--- config.mk ---
export PLATFORM = sky130hd
export DESIGN_NAME = product_sched
export DESIGN_NICKNAME = d
export VERILOG_FILES = /design/src/rtl/product_sched.sv
export SDC_FILE = /design/constraint.sdc
export NUM_CORES = 1
export LEC_CHECK = 0
export CELL_PAD_IN_SITES_DETAIL_PLACEMENT = 0
export CELL_PAD_IN_SITES_GLOBAL_PLACEMENT = 1
export CORE_ASPECT_RATIO = 0.9
export CORE_MARGIN = 8
export CORE_UTILIZATION = 43
export DETAILED_ROUTE_END_ITERATION = 16
export GPL_TIMING_DRIVEN = 0
export PLACE_DENSITY = 0.9
export SLEW_MARGIN = 30
export SYNTH_ARGS = -nofsm -noshare
export SYNTH_HDL_FRONTEND = slang
export SYNTH_SLANG_ARGS = --single-unit
--- constraint.sdc ---
create_clock -name clk -period 4.6 [get_ports clk]
set_input_delay 0.69 -clock clk [delete_from_list [all_inputs] [get_ports clk]]
set_output_delay 0.69 -clock clk [all_outputs]
set_load 0.02 [all_outputs]
--- src/rtl/product_sched.sv ---
// Product-unit issue scheduler: splits each row descriptor into beats of
// PARALLELISM lanes, gates issue on operand availability and downstream
// credits, and carries the beat sideband alongside the fixed-latency product
// unit so that out_* lines up with prod_valid.
module product_sched #(
  parameter int PARALLELISM = 4,
  parameter int DELAY       = 2,
  parameter int LEN_WIDTH   = 16,
  parameter int CREDITS     = 8
) (
  input  logic                   clk,
  input  logic                   rst_n,
  input  logic                   row_valid,
  output logic                   row_ready,
  input  logic [LEN_WIDTH-1:0]   row_len,
  input  logic                   data_valid,
  output logic                   data_ready,
  output logic                   issue_valid,
  output logic [PARALLELISM-1:0] issue_mask,
  output logic                   issue_last,
  input  logic                   prod_valid,
  output logic                   out_valid,
  output logic                   out_last,
  output logic [PARALLELISM-1:0] out_mask,
  input  logic                   credit_return,
  output logic                   busy,
  output logic                   err
);

  localparam int CW = $clog2(CREDITS + 1);
  localparam int GW = $clog2(DELAY + 1);

  localparam logic [LEN_WIDTH-1:0] PAR_LEN    = LEN_WIDTH'(PARALLELISM);
  localparam logic [CW-1:0]        CREDIT_MAX = CW'(CREDITS);
  localparam logic [CW-1:0]        CREDIT_ONE = CW'(1);
  localparam logic [GW-1:0]        GUARD_INIT = GW'(DELAY);
  localparam logic [GW-1:0]        GUARD_ONE  = GW'(1);

  typedef enum logic [1:0] {
    IDLE  = 2'd0,
    ISSUE = 2'd1,
    ZERO  = 2'd2
  } state_t;

  state_t                          state;
  state_t                          state_next;
  logic [LEN_WIDTH-1:0]            remaining;
  logic [LEN_WIDTH-1:0]            remaining_next;
  logic [CW-1:0]                   credit_cnt;
  logic                            credit_ok;
  logic                            credit_take;
  logic                            credit_give;
  logic                            row_accept;
  logic [DELAY-1:0]                sb_valid;
  logic [DELAY-1:0]                sb_last;
  logic [DELAY-1:0][PARALLELISM-1:0] sb_mask;
  logic [GW-1:0]                   guard_cnt;

  assign row_ready  = (state == IDLE);
  assign row_accept = row_valid && row_ready;
  assign credit_ok  = (credit_cnt != '0);

  // Next state, beat handshake and live-lane mask for the beat on offer.
  always_comb begin
    // NOTE: every output of this block gets a default before the case so no
    // path leaves a value unassigned, which would infer a latch.
    state_next     = state;
    remaining_next = remaining;
    issue_valid    = 1'b0;
    issue_mask     = '0;
    issue_last     = 1'b0;
    data_ready     = 1'b0;
    unique case (state)
      IDLE: begin
        if (row_accept) begin
          if (row_len == '0) begin
            state_next = ZERO;
          end else begin
            state_next     = ISSUE;
            remaining_next = row_len;
          end
        end
      end
      ISSUE: begin
        issue_valid = data_valid && credit_ok;
        data_ready  = issue_valid;
        // Lane i is live while more than i elements of the row remain.
        for (int i = 0; i < PARALLELISM; i++) begin
          issue_mask[i] = (remaining > LEN_WIDTH'(i));
        end
        issue_last = (remaining <= PAR_LEN);
        if (issue_valid) begin
          if (issue_last) begin
            remaining_next = '0;
            state_next     = IDLE;
          end else begin
            remaining_next = remaining - PAR_LEN;
          end
        end
      end
      ZERO: begin
        // An empty row still emits one maskless closing beat, without
        // consuming operands.
        issue_valid = credit_ok;
        issue_last  = 1'b1;
        if (credit_ok) begin
          state_next = IDLE;
        end
      end
      default: begin
        state_next = IDLE;
      end
    endcase
  end

  // State and remaining-element count; reset abandons any row in flight.
  always_ff @(posedge clk or negedge rst_n) begin
    // NOTE: sequential state uses non-blocking assignments so every register
    // samples pre-edge values regardless of block ordering.
    if (!rst_n) begin
      state     <= IDLE;
      remaining <= '0;
    end else begin
      state     <= state_next;
      remaining <= remaining_next;
    end
  end

  // A return while already holding every credit has nothing to give back.
  assign credit_take = issue_valid;
  assign credit_give = credit_return && (credit_cnt != CREDIT_MAX);

  // Credit counter: one credit per issued beat, one back per consumed beat.
  always_ff @(posedge clk or negedge rst_n) begin
    if (!rst_n) begin
      credit_cnt <= CREDIT_MAX;
    end else if (credit_take && !credit_give) begin
      credit_cnt <= credit_cnt - CREDIT_ONE;
    end else if (credit_give && !credit_take) begin
      credit_cnt <= credit_cnt + CREDIT_ONE;
    end
  end

  // Sideband delay line matching the product-unit latency.
  always_ff @(posedge clk or negedge rst_n) begin
    // NOTE: this chain is reset (unlike the product datapath) because
    // out_valid and busy must read 0 straight out of reset.
    if (!rst_n) begin
      sb_valid <= '0;
      sb_mask  <= '0;
      sb_last  <= '0;
    end else begin
      sb_valid[0] <= issue_valid;
      sb_mask[0]  <= issue_mask;
      sb_last[0]  <= issue_last;
      for (int k = 1; k < DELAY; k++) begin
        sb_valid[k] <= sb_valid[k-1];
        sb_mask[k]  <= sb_mask[k-1];
        sb_last[k]  <= sb_last[k-1];
      end
    end
  end

  assign out_valid = sb_valid[DELAY-1];
  assign out_mask  = sb_mask[DELAY-1];
  assign out_last  = sb_last[DELAY-1];

  // Sticky misalignment flag; the guard hides the un-reset product pipeline
  // draining stale beats for DELAY cycles after reset release.
  always_ff @(posedge clk or negedge rst_n) begin
    if (!rst_n) begin
      guard_cnt <= GUARD_INIT;
      err       <= 1'b0;
    end else if (guard_cnt != '0) begin
      guard_cnt <= guard_cnt - GUARD_ONE;
    end else if (prod_valid != out_valid) begin
      err <= 1'b1;
    end
  end

  assign busy = (state != IDLE) || (|sb_valid);

endmodule
==> load_flow_metrics.sql <==
INSERT INTO impl_metrics (metric_group, metric, value, unit) VALUES
('outcome', 'run_status', 'finished, final reports clean', ''),
('global_route', 'grt_util_all_layers', '0.1521', ''),
('critical_path', 'startpoint_type', 'flip-flop', ''),
('finish', 'post-route-util', '0.5605', ''),
('global_route', 'grt_pass1_vias', '1755', ''),
('synthesis', 'cell_count_after_synthesis', '217', ''),
('synthesis', 'yosysSeqAreaShare', '0.4425', ''),
('cts', 'tritoncts', 'yes', ''),
('cts', 'clock_tree.htree_level_count', '2', ''),
('sta', 'achievable-frequency', '305.8', 'MHz'),
('drt', 'detail_route.first_pass.iterations', '4', ''),
('global_route', 'grt_util_met3', '0.03066', ''),
('die', 'initial_cell_density_of_the_core', '0.4395', ''),
('global_route', 'global_route.overflow_total', '0', ''),
('drt', 'routed_wirelength', '5301', 'um'),
('die', 'placement_rows', '24', ''),
('sta', 'unrepaired_setup_endpoints_after_global_routing', 'false', ''),
('placement', 'portBuffers', '37', ''),
('cts', 'post_cts.resized_instances', '0', ''),
('placement', 'gp_congestion', '0.8679', ''),
('die', 'pin_count', '38', ''),
('synthesis', 'synth_edf_count', '0', ''),
('sta', 'worstMarginPinSlew', '648.7', 'ps'),
('finish', 'area_delta_synth_final', '27.55', '%'),
('power', 'irDropWorstVdd', '0.2704', 'mV'),
('cts', 'numCtsBuffers', '5', ''),
('finish', 'final_antenna_diode_count', '0', ''),
('sta', 'setup_tns', '0', 'ps'),
('critical_path', 'critical_path_arrival', '2580', 'ps'),
('drt', 'route.vias.total', '1823', ''),
('synthesis', 'synth_area', '2098', 'um^2'),
('critical_path', 'crit_path_top_delay_cell', 'sky130_fd_sc_hd__clkdlybuf4s50_1', ''),
('power', 'power_per_cell_area', '686.1', 'nW/um^2'),
('drt', 'drt_first_iter_violations', '136', ''),
('cts', 'clkSinkCount', '37', ''),
('synthesis', 'async_reset_ff_frac', '1.000', ''),
('die', 'die_width', '89.64', 'um'),
('global_route', 'highest_utilization_routing_layer_at_the_global_route_stage', 'met2', ''),
('cts', 'number_of_hold_buffers_added_after_cts', '0', ''),
('critical_path', 'critical_path_class', 'reg2out', ''),
('sta', 'setup_viol', '0', ''),
('critical_path', 'crit_path_max_fanout', '7', ''),
('global_route', 'grt_max_degree', '27', ''),
('drt', 'drc', '0', ''),
('cts', 'clock_latency', '290', 'ps'),
('sta', 'final.min_clock_period', '3270', 'ps'),
('critical_path', 'critical_path.max_stage_delay', '600', 'ps'),
('critical_path', 'path_cells', 'or3_1, buf_2, nor3_4, nand2_1, nor2_1, o21a_1, clkdlybuf4s50_1', ''),
('finish', 'final_common_cell', 'sky130_fd_sc_hd__clkdlybuf4s50_1', ''),
('cts', 'cts_buffer_depth', '2', ''),
('placement', 'hpwlAfterDp', '3987', 'um'),
('critical_path', 'worst_setup_path_end_kind', 'primary output', ''),
('die', 'die_y', '82.27', 'um'),
('finish', 'layout_common_cells', '36 x sky130_fd_sc_hd__clkdlybuf4s50_1, 35 x sky130_fd_sc_hd__dfrtp_1, 21 x sky130_fd_sc_hd__nor2_1, 19 x sky130_fd_sc_hd__nand2_1', ''),
('drt', 'routedWlPerCell', '16.16', 'um'),
('critical_path', 'cp.required', '3910', 'ps'),
('synthesis', 'synthFlopType', 'sky130_fd_sc_hd__dfrtp_1', ''),
('power', 'lkg_pwr', '1.120', 'nW'),
('die', 'design.die.area', '7374', 'um^2'),
('sta', 'fin_crit_sh', '0.7109', ''),
('drt', 'drt.antenna.violating_nets', '0', ''),
('sta', 'relative_max_transition_margin', '0.5618', ''),
('sta', 'slew_violations', '0', ''),
('sta', 'fin_worst_hold_slack', '282.8', 'ps'),
('global_route', 'grt_pass1_wl', '8618', 'um'),
('finish', 'design.final.nets', '294', ''),
('global_route', 'use_met2', '0.2482', ''),
('cts', 'postCtsSetupBuffers', '0', ''),
('global_route', 'global_route.usage.met1', '0.1971', ''),
('hold_path', 'hp-class', 'in2async', ''),
('cts', 'clkTransAtPathRegs', '70', 'ps'),
('synthesis', 'count_of_warnings_emitted_by_yosys', '0', ''),
('synthesis', 'synthDistinctLibCells', '48', ''),
('synthesis', 'postSynthAreaPerCell', '9.669', 'um^2'),
('cts', 'clock-root-buffer', 'sky130_fd_sc_hd__clkbuf_8', ''),
('drt', 'vias_per_cell', '5.558', ''),
('synthesis', 'ys_seq_elements', '37', ''),
('global_route', 'grt_antenna_before_repair', '0', ''),
('die', 'core_region_area', '4775', 'um^2'),
('sta', 'clock_skew', '7.673', 'ps'),
('sta', 'timing.final.hold_violations', '0', ''),
('finish', 'drive_above_1_share', '0.1141', ''),
('synthesis', 'syn_nets', '249', ''),
('run', 'drv.max_cap_violation_count', '0', '');
## flip-flops by register name (all words and copies together) (netlist names)
signal      cells
guard_cnt       2
sb_last         2
err             1
state           2
remaining      16
credit_cnt      4
out_mask        4
sb_valid        2
sb_mask         4
## worst max-delay path: cells and delay by family (launching register included)
family,cells,cell delay (ps)
buffers and inverters,2,780
AND/OR/NAND/NOR,4,940
AO/OA/AOI/OAI,1,140
flip-flops,1,420
## area by class of cell
type | count | area, um^2
clock inverter | 2 | 38.79
inverter | 15 | 56.30
timing repair buffer | 38 | 385.4
multi-input combinational | 154 | 1042
buffer | 11 | 71.32
sequential | 37 | 928.4
tap | 65 | 81.33
clock buffer | 6 | 72.57
fill | 418 | 2098
## worst paths after layout
path                                            from  slack, ps  cells past startpoint                        end
max                         remaining[6]$_DFFE_PN0P_       1330                      7                 issue_last
min                                            rst_n        280                      1   remaining[6]$_DFFE_PN0P_
max reg2reg                credit_cnt[0]$_DFFE_PN0P_       1880                     11  credit_cnt[3]$_DFFE_PN1P_
min reg2reg                     sb_last[0]$_DFF_PN0_        350                      0       sb_last[1]$_DFF_PN0_
max in group asynchronous                      rst_n       3800                      2   guard_cnt[1]$_DFFE_PN1N_
min in group clk                sb_last[0]$_DFF_PN0_        350                      0       sb_last[1]$_DFF_PN0_
## synth_stat cells (5+ instances only)
master | count | area [um^2]
sky130_fd_sc_hd__nor2_1 | 21 | 78.83
sky130_fd_sc_hd__buf_4 | 5 | 37.54
sky130_fd_sc_hd__o21ai_0 | 15 | 75.07
sky130_fd_sc_hd__nand2_1 | 19 | 71.32
sky130_fd_sc_hd__a31oi_1 | 5 | 31.28
sky130_fd_sc_hd__nor3_1 | 7 | 35.03
sky130_fd_sc_hd__dfrtp_1 | 35 | 875.8
sky130_fd_sc_hd__a21oi_1 | 9 | 45.04
sky130_fd_sc_hd__inv_1 | 15 | 56.30
sky130_fd_sc_hd__o2bb2ai_1 | 5 | 43.79
sky130_fd_sc_hd__ha_1 | 9 | 112.6
sky130_fd_sc_hd__a22o_1 | 5 | 43.79
## metal layers
layer	wire length, um	share of wire
met1	2379	0.45
met4	66	0.012
met3	288	0.054
met2	2566	0.48
met5	0	0
## logic make-up after synthesis
family	synth area share
AOI/OAI and AO/OA	0.2212
muxes	0.01491
buffers and inverters	0.06082
adders and majority gates	0.06321
xor gates and xnor gates	0.02504
and+or+nand+nor	0.1723
DFF	0.4425
## per-stage QoR
step	cells	instance area (um^2)	power [W]	worst slack [ps]
floorplan	217	2098	0.001234	1962
global placement	319	2550	0.001520	1629
detailed placement	320	2565	0.001549	1605
CTS	328	2676	0.001842	1315
global route	328	2676	0.001974	1186
finish	328	2676	0.001836	1330
## power by group
group | switching, W | internal [W]
logic | 0.000549 | 0.000425
registers | 0.000115 | 0.000464
clock network | 0.000120 | 0.000163
No activity file was read; power rests on OpenSTA's default activity.
